$ cat src/rtl/pixel_arbiter_rr_if.sv
// Iterator-array and VGA SRAM write bus for pixel_arbiter_rr.
// master: arbiter side; slave: iterator array / SRAM side.
interface pixel_arbiter_rr_if #(
    parameter int N_ITER = 7,
    parameter int ADDR_W = 32,
    parameter int DATA_W = 8
);
    logic [N_ITER*ADDR_W-1:0] iter_addr;
    logic [N_ITER*DATA_W-1:0] iter_data;
    logic [N_ITER-1:0]        iter_req;
    logic [N_ITER-1:0]        iter_done;
    logic [N_ITER-1:0]        iter_grant;
    logic [ADDR_W-1:0]        vga_sram_address;
    logic [DATA_W-1:0]        vga_sram_writedata;
    logic                     vga_sram_write;

    modport master (
        input  iter_addr, iter_data, iter_req, iter_done,
        output iter_grant, vga_sram_address,
        output vga_sram_writedata, vga_sram_write
    );

    modport slave (
        output iter_addr, iter_data, iter_req, iter_done,
        input  iter_grant, vga_sram_address,
        input  vga_sram_writedata, vga_sram_write
    );
endinterface

$ cat src/rtl/pixel_arbiter_rr.sv
// Round-robin pixel-write arbiter and run sequencer for N_ITER iterators.
// Optional macro PIXEL_COUNT_EN adds a saturating written-pixel counter.
module pixel_arbiter_rr #(
    parameter int N_ITER      = 7,
    parameter int ADDR_W      = 32,
    parameter int DATA_W      = 8,
    parameter int CLKS_PER_MS = 50000
) (
    input  logic                clk,
    input  logic                reset,
    input  logic                start_n,
    input  logic                hps_start,
    pixel_arbiter_rr_if.master  bus,
    output logic                iter_start,
    output logic                hps_done,
    output logic [31:0]         elapsed_ms,
    output logic [31:0]         pixel_count
);
    localparam int PW = $clog2(N_ITER);
    localparam int CW = $clog2(CLKS_PER_MS + 1);

    typedef enum logic [2:0] {
        IDLE, START, RUN, ACK, DONE
    } state_t;

    state_t              state, next;
    logic [PW-1:0]       ptr, win;
    logic                win_ok, issue, start_cond;
    logic [CW-1:0]       cyc;
    logic [31:0]         ms;
    logic [N_ITER-1:0]   grant;
    logic [ADDR_W-1:0]   addr;
    logic [DATA_W-1:0]   data;
    logic                wr;

    assign start_cond = !start_n || hps_start;
    assign issue      = (state == RUN) && win_ok;

    // Round-robin pick: first request at or after ptr+1, wrapping.
    always_comb begin : pick
        int sum;
        logic [PW-1:0] idx;
        sum    = 0;
        idx    = '0;
        win    = ptr;
        win_ok = 1'b0;
        for (int k = 1; k <= N_ITER; k++) begin
            sum = int'(ptr) + k;
            if (sum >= N_ITER) sum = sum - N_ITER;
            idx = PW'(sum);
            if (!win_ok && bus.iter_req[idx]) begin
                win_ok = 1'b1;
                win    = idx;
            end
        end
    end

    // State register.
    always_ff @(posedge clk) begin
        if (reset) state <= IDLE;
        else       state <= next;
    end

    // Next-state: a pending request always beats all-done.
    always_comb begin
        next = state;
        unique case (state)
            IDLE:    if (start_cond) next = START;
            START:   next = RUN;
            RUN: begin
                if (win_ok)                next = ACK;
                else if (&bus.iter_done)   next = DONE;
            end
            ACK:     next = RUN;
            DONE:    if (start_cond) next = START;
            default: next = IDLE;
        endcase
    end

    // Registered grant/write path, start pulse and done flag.
    always_ff @(posedge clk) begin
        if (reset) begin
            ptr        <= PW'(N_ITER - 1);
            grant      <= '0;
            wr         <= 1'b0;
            addr       <= '0;
            data       <= '0;
            iter_start <= 1'b0;
            hps_done   <= 1'b0;
        end else begin
            iter_start <= (state == START);
            hps_done   <= (next == DONE);
            grant      <= '0;
            wr         <= 1'b0;
            if (issue) begin
                wr    <= 1'b1;
                grant <= N_ITER'(1) << win;
                ptr   <= win;
                addr  <= bus.iter_addr[int'(win)*ADDR_W +: ADDR_W];
                data  <= bus.iter_data[int'(win)*DATA_W +: DATA_W];
            end
        end
    end

    // Run timer: ms tick every CLKS_PER_MS cycles spent in RUN/ACK.
    always_ff @(posedge clk) begin
        if (reset || next == START) begin
            cyc        <= '0;
            ms         <= '0;
            elapsed_ms <= '0;
        end else begin
            if (state == RUN || state == ACK) begin
                if (cyc == CW'(CLKS_PER_MS - 1)) begin
                    cyc <= '0;
                    if (ms != '1) ms <= ms + 32'd1;
                end else begin
                    cyc <= cyc + CW'(1);
                end
            end
            if (state == RUN && next == DONE) elapsed_ms <= ms;
        end
    end

`ifdef PIXEL_COUNT_EN
    logic [31:0] pix;

    // Saturating count of issued writes, cleared on each new run.
    always_ff @(posedge clk) begin
        if (reset || next == START) pix <= '0;
        else if (issue && pix != '1) pix <= pix + 32'd1;
    end

    assign pixel_count = pix;
`else
    assign pixel_count = '0;
`endif

    assign bus.iter_grant         = grant;
    assign bus.vga_sram_write     = wr;
    assign bus.vga_sram_address   = addr;
    assign bus.vga_sram_writedata = data;
endmodule

$ cat src/flat_wrapper.sv
// flat-port wrapper written by rule: the top's interface ports become plain ports
module pixel_arbiter_rr_flat 
#(
    parameter int N_ITER      = 7,
    parameter int ADDR_W      = 32,
    parameter int DATA_W      = 8,
    parameter int CLKS_PER_MS = 50000
)
  (clk, reset, start_n, hps_start, iter_start, hps_done, elapsed_ms, pixel_count, bus_iter_addr, bus_iter_data, bus_iter_req, bus_iter_done, bus_iter_grant, bus_vga_sram_address, bus_vga_sram_writedata, bus_vga_sram_write);
  pixel_arbiter_rr_if #(.N_ITER(N_ITER), .ADDR_W(ADDR_W), .DATA_W(DATA_W)) bus_i ();
  input  logic clk;
  input  logic reset;
  input  logic start_n;
  input  logic hps_start;
  output logic iter_start;
  output logic hps_done;
  output logic [31:0] elapsed_ms;
  output logic [31:0] pixel_count;
  input wire logic [$bits(bus_i.iter_addr)-1:0] bus_iter_addr;
  input wire logic [$bits(bus_i.iter_data)-1:0] bus_iter_data;
  input wire logic [$bits(bus_i.iter_req)-1:0] bus_iter_req;
  input wire logic [$bits(bus_i.iter_done)-1:0] bus_iter_done;
  output wire logic [$bits(bus_i.iter_grant)-1:0] bus_iter_grant;
  output wire logic [$bits(bus_i.vga_sram_address)-1:0] bus_vga_sram_address;
  output wire logic [$bits(bus_i.vga_sram_writedata)-1:0] bus_vga_sram_writedata;
  output wire logic [$bits(bus_i.vga_sram_write)-1:0] bus_vga_sram_write;
  assign bus_i.iter_addr = bus_iter_addr;
  assign bus_i.iter_data = bus_iter_data;
  assign bus_i.iter_req = bus_iter_req;
  assign bus_i.iter_done = bus_iter_done;
  assign bus_iter_grant = bus_i.iter_grant;
  assign bus_vga_sram_address = bus_i.vga_sram_address;
  assign bus_vga_sram_writedata = bus_i.vga_sram_writedata;
  assign bus_vga_sram_write = bus_i.vga_sram_write;
  pixel_arbiter_rr #(.N_ITER(N_ITER), .ADDR_W(ADDR_W), .DATA_W(DATA_W), .CLKS_PER_MS(CLKS_PER_MS)) u_core (.clk(clk), .reset(reset), .start_n(start_n), .hps_start(hps_start), .bus(bus_i), .iter_start(iter_start), .hps_done(hps_done), .elapsed_ms(elapsed_ms), .pixel_count(pixel_count));
endmodule
$ cat config.mk
export PLATFORM = sky130hd
export DESIGN_NAME = pixel_arbiter_rr_flat
export DESIGN_NICKNAME = d
export VERILOG_FILES = /design/src/rtl/pixel_arbiter_rr_if.sv /design/src/rtl/pixel_arbiter_rr.sv /design/src/flat_wrapper.sv
export SDC_FILE = /design/constraint.sdc
export NUM_CORES = 1
export LEC_CHECK = 0
export ABC_CLOCK_PERIOD_IN_PS = 6000
export CAP_MARGIN = 10
export CORE_AREA = 2 2 158 160
export CTS_BUF_LIST = sky130_fd_sc_hd__clkbuf_2 sky130_fd_sc_hd__clkbuf_4 sky130_fd_sc_hd__clkbuf_8
export CTS_CLUSTER_SIZE = 24
export DETAILED_ROUTE_END_ITERATION = 12
export DIE_AREA = 0 0 160 162
export MAX_ROUTING_LAYER = met4
export PLACE_DENSITY = 0.73
export SLEW_MARGIN = 20
export SYNTH_ARGS = -nofsm -noshare
export SYNTH_HDL_FRONTEND = slang
export SYNTH_SLANG_ARGS = --single-unit
$ cat constraint.sdc
create_clock -name clk -period 6 [get_ports clk]
set_clock_uncertainty 0.1 [all_clocks]
set_input_delay 0.6 -clock clk [delete_from_list [all_inputs] [get_ports clk]]
set_output_delay 0.6 -clock clk [all_outputs]
set_load 0.03 [all_outputs]
==> flow_metrics.env <==
export IMPL_critical_path_class="flop to flop"
export IMPL_cts_made_buffers=17
export IMPL_use_met1_pct=34.2
export IMPL_dpl_hpwl_um=27900
export IMPL_yosysWarningCount=0
export IMPL_instances_no_fill=1743
export IMPL_post_cts_resized=0
export IMPL_cp_start_kind="flop"
export IMPL_crit_arrival_ns=5.49
export IMPL_worst_slew_pin_slew_ns=0.683
export IMPL_grt_pass1_vias=9199
export IMPL_drc=0
export IMPL_rsz0062_at_grt="false"
export IMPL_die_w_um=160
export IMPL_status="finished, final reports clean"
export IMPL_netlist_area_um2=9360
export IMPL_die_h_um=162
export IMPL_synth_edf_count=0
export IMPL_start_util_pct=38.8
export IMPL_grt_pass1_wl_um=53700
export IMPL_synth_compound_area_share_pct=17.6
export IMPL_area_delta_synth_final_pct=46.9
export IMPL_synth_flop_cell="dfxtp_1"
export IMPL_grt_busiest_layer="met2"
export IMPL_cts_hold_buf=0
export IMPL_grt_max_degree=68
export IMPL_postRouteAntennaNets=0
export IMPL_nNetsFinal=1715
export IMPL_routabilityCongestion=0.929
export IMPL_yosys_area_share_simple_pct=17.4
export IMPL_end_kind="flop"
export IMPL_clk_pin_slew_worst_paths_ns=0.10
export IMPL_synth_xor_area_share_pct=4.31
export IMPL_yosysTopAreaCell="dfxtp_1"
export IMPL_ys_async_sr_fraction_pct=0
export IMPL_wl_per_cell_um=20.7
export IMPL_fin_setup_tns_ns=0
export IMPL_overflow=0
export IMPL_drt_iter0_drc=490
export IMPL_synth_top_area_share_pct=29.1
export IMPL_grt_use_met2_pct=43.8
export IMPL_portBuffers=379
export IMPL_grt_usage_pct=27.5
export IMPL_use_met3_pct=7.12
export IMPL_syn_area_per_cell_um2=8.88
export IMPL_ir_drop_mv=0.638
export IMPL_tritoncts="done"
export IMPL_viasPerCell=5.36
export IMPL_synthMuxAreaShare_pct=22.1
export IMPL_core_um2=24100
export IMPL_period_minus_slack_ns=5.25
export IMPL_rows=57
export IMPL_max_slew_margin_rel_pct=54.5
export IMPL_finalCritPeriodShare_pct=87.4
export IMPL_final_max_slew_viol_count=0
export IMPL_crit_fanout=15
export IMPL_antenna_found_initial=2
export IMPL_yosys_register_bits=136
export IMPL_power_density_nw_per_um2=623
export IMPL_vias=9348
export IMPL_fmax_ghz=0.191
export IMPL_postCtsSetupRepairBufs=0
export IMPL_root_buffer="clkbuf_8"
export IMPL_drt_pass1_iter_count=6
export IMPL_routed_wl_um=36100
export IMPL_io_pins=412
export IMPL_synth_top_family_by_area="multiplexers"
export IMPL_synthCells=1054
export IMPL_placed_cells=1710
export IMPL_hold_path_class="flop to flop"
export IMPL_hold_viol=0
export IMPL_drive_above_1_share_pct=8.11
export IMPL_p_leak_nw=5.77
export IMPL_cts_htree_levels=4
export IMPL_clock_sinks=136
export IMPL_yosys_area_share_adder_pct=1.69
export IMPL_yosysSeqAreaShare_pct=29.1
export IMPL_critPathRequiredTime_ns=6.24
export IMPL_setup_viol=0
export IMPL_drv_cap=0
export IMPL_yosysUniqueCellTypes=93
export IMPL_dieArea_um2=25900
export IMPL_netlist_top_cells_area="dfxtp_1 (29%), mux2i_1 (19%), nor2_1 (4.2%)"
export IMPL_clock_latency_ns=0.46
export IMPL_cts_buffer_depth=2
## final cells by class
class,instances,area (um^2)
diodes,1,2.50
fillers,2237,10400
flip-flops and latches,136,2720
multi-input cells,828,6050
well taps,324,405
inverters,18,67.6
clock buffers,17,234
repair buffers,404,4070
clock inverters,15,196
## per-layer routing
layer / up-vias / share of wire [%]
met5: - / 0
met2: 444 / 46
met1: 4352 / 42
met3: 55 / 8.6
met4: 0 / 3.0
li1: 4497 / -
## stage by stage
stage,power (W),setup WS (ns),cell area (um^2),hold slack [ns],utilization (%)
after floorplan,0.00620,1.52,9470,0.349,-
after detailed placement,0.00774,0.850,13300,0.382,55.2
after global placement,0.00768,0.999,13300,0.359,55.2
final,0.00856,0.753,13700,0.394,57.0
after CTS,0.00859,0.819,13700,0.396,57.0
after global routing,0.00904,0.469,13700,0.424,57.0
## synth_stat cells, types with 4 or more instances
library cell  count
nor3_1           12
mux2i_1         176
buf_2            21
mux2_4           10
nand3b_1          4
and2_1            4
nand4_1          14
o211ai_1          5
clkbuf_1         28
nor2b_1          13
a21oi_1          26
buf_4            40
o21ai_1           7
xor2_1           29
a221o_1          32
o22ai_1          14
mux2_2            9
a211oi_1          5
o21ai_0          38
nor4_1            4
nor2_1          105
nand2b_1         12
nor3b_1           5
or3_1            14
buf_6            12
nand3_1          27
a211o_1          13
and3_1           16
nand2_1          78
a31oi_1           7
a22o_1           20
dfxtp_1         136
xnor2_1          17
ha_1             11
inv_1            15
## cell usage in the layout (no fill, tap or decap), drive strengths merged, types with 5 or more instances in the layout
cell and instances:
a211o 14, a211oi 5, a21oi 28, a221o 32, a22o 20, a31oi 8
and2 5, and3 16, buf 25, clkbuf 17, clkdlybuf4s50 379, clkinv 5
conb 32, dfxtp 136, ha 11, inv 26, mux2 19, mux2i 177
nand2 79, nand2b 12, nand3 28, nand4 14, nor2 107, nor2b 14
nor3 13, nor3b 5, nor4 5, o211ai 5, o21ai 46, o22ai 15
or3 15, xnor2 17, xor2 29
## cells by family after synthesis
family          count (synthesis)
simple gates                  328
compound gates                212
mux                           198
flops                         136
buf+inv                       121
xor+xnor                       46
fa+ha+maj                      12
other cells                     1
## report_power, final
part | switching, W | internal, W | total (W)
clock network | 0.000471 | 0.000361 | 0.000832
registers | 0.0000331 | 0.000962 | 0.000995
logic | 0.00356 | 0.00318 | 0.00674
total | 0.00406 | 0.00450 | 0.00856
## path summary, 6_finish.rpt
path / startpoint / end / slack, ns / depth (start not counted)
setup reg to reg: u_core.ptr[1]$_SDFFE_PP1N_ / u_core.bus.vga_sram_address[6]$_SDFFE_PP0N_ / 0.75 / 15
setup / recovery: u_core.ptr[1]$_SDFFE_PP1N_ / u_core.bus.vga_sram_address[6]$_SDFFE_PP0N_ / 0.75 / 15
hold / removal: u_core.cyc[1]$_SDFFE_PP0P_ / u_core.cyc[1]$_SDFFE_PP0P_ / 0.39 / 2
hold reg to reg: u_core.cyc[1]$_SDFFE_PP0P_ / u_core.cyc[1]$_SDFFE_PP0P_ / 0.39 / 2
## critical path: stages, from the launching register on
cell and delay [ns]:
dfxtp_1 0.32, inv_1 0.29, ha_1 0.29, inv_1 0.07
fa_1 0.57, or3b_2 0.51, a32oi_1 0.35, o221a_1 0.36
nor4b_4 0.39, o221ai_2 0.16, a21oi_1 0.26, a21o_4 0.33
buf_4 0.35, mux2i_1 0.41, o21ai_1 0.09, a221o_1 0.26
## state kept, by name, summed over array words and instances, names as in the netlist
signal                         count
u_core.bus.vga_sram_address       32
u_core.elapsed_ms                 32
u_core.ms                         32
u_core.cyc                        16
u_core.bus.vga_sram_writedata      8
u_core.bus.iter_grant              7
u_core.ptr                         3
u_core.state                       3
u_core.bus.vga_sram_write          1
u_core.hps_done                    1
u_core.iter_start                  1
(Power assumes the default switching activity.)
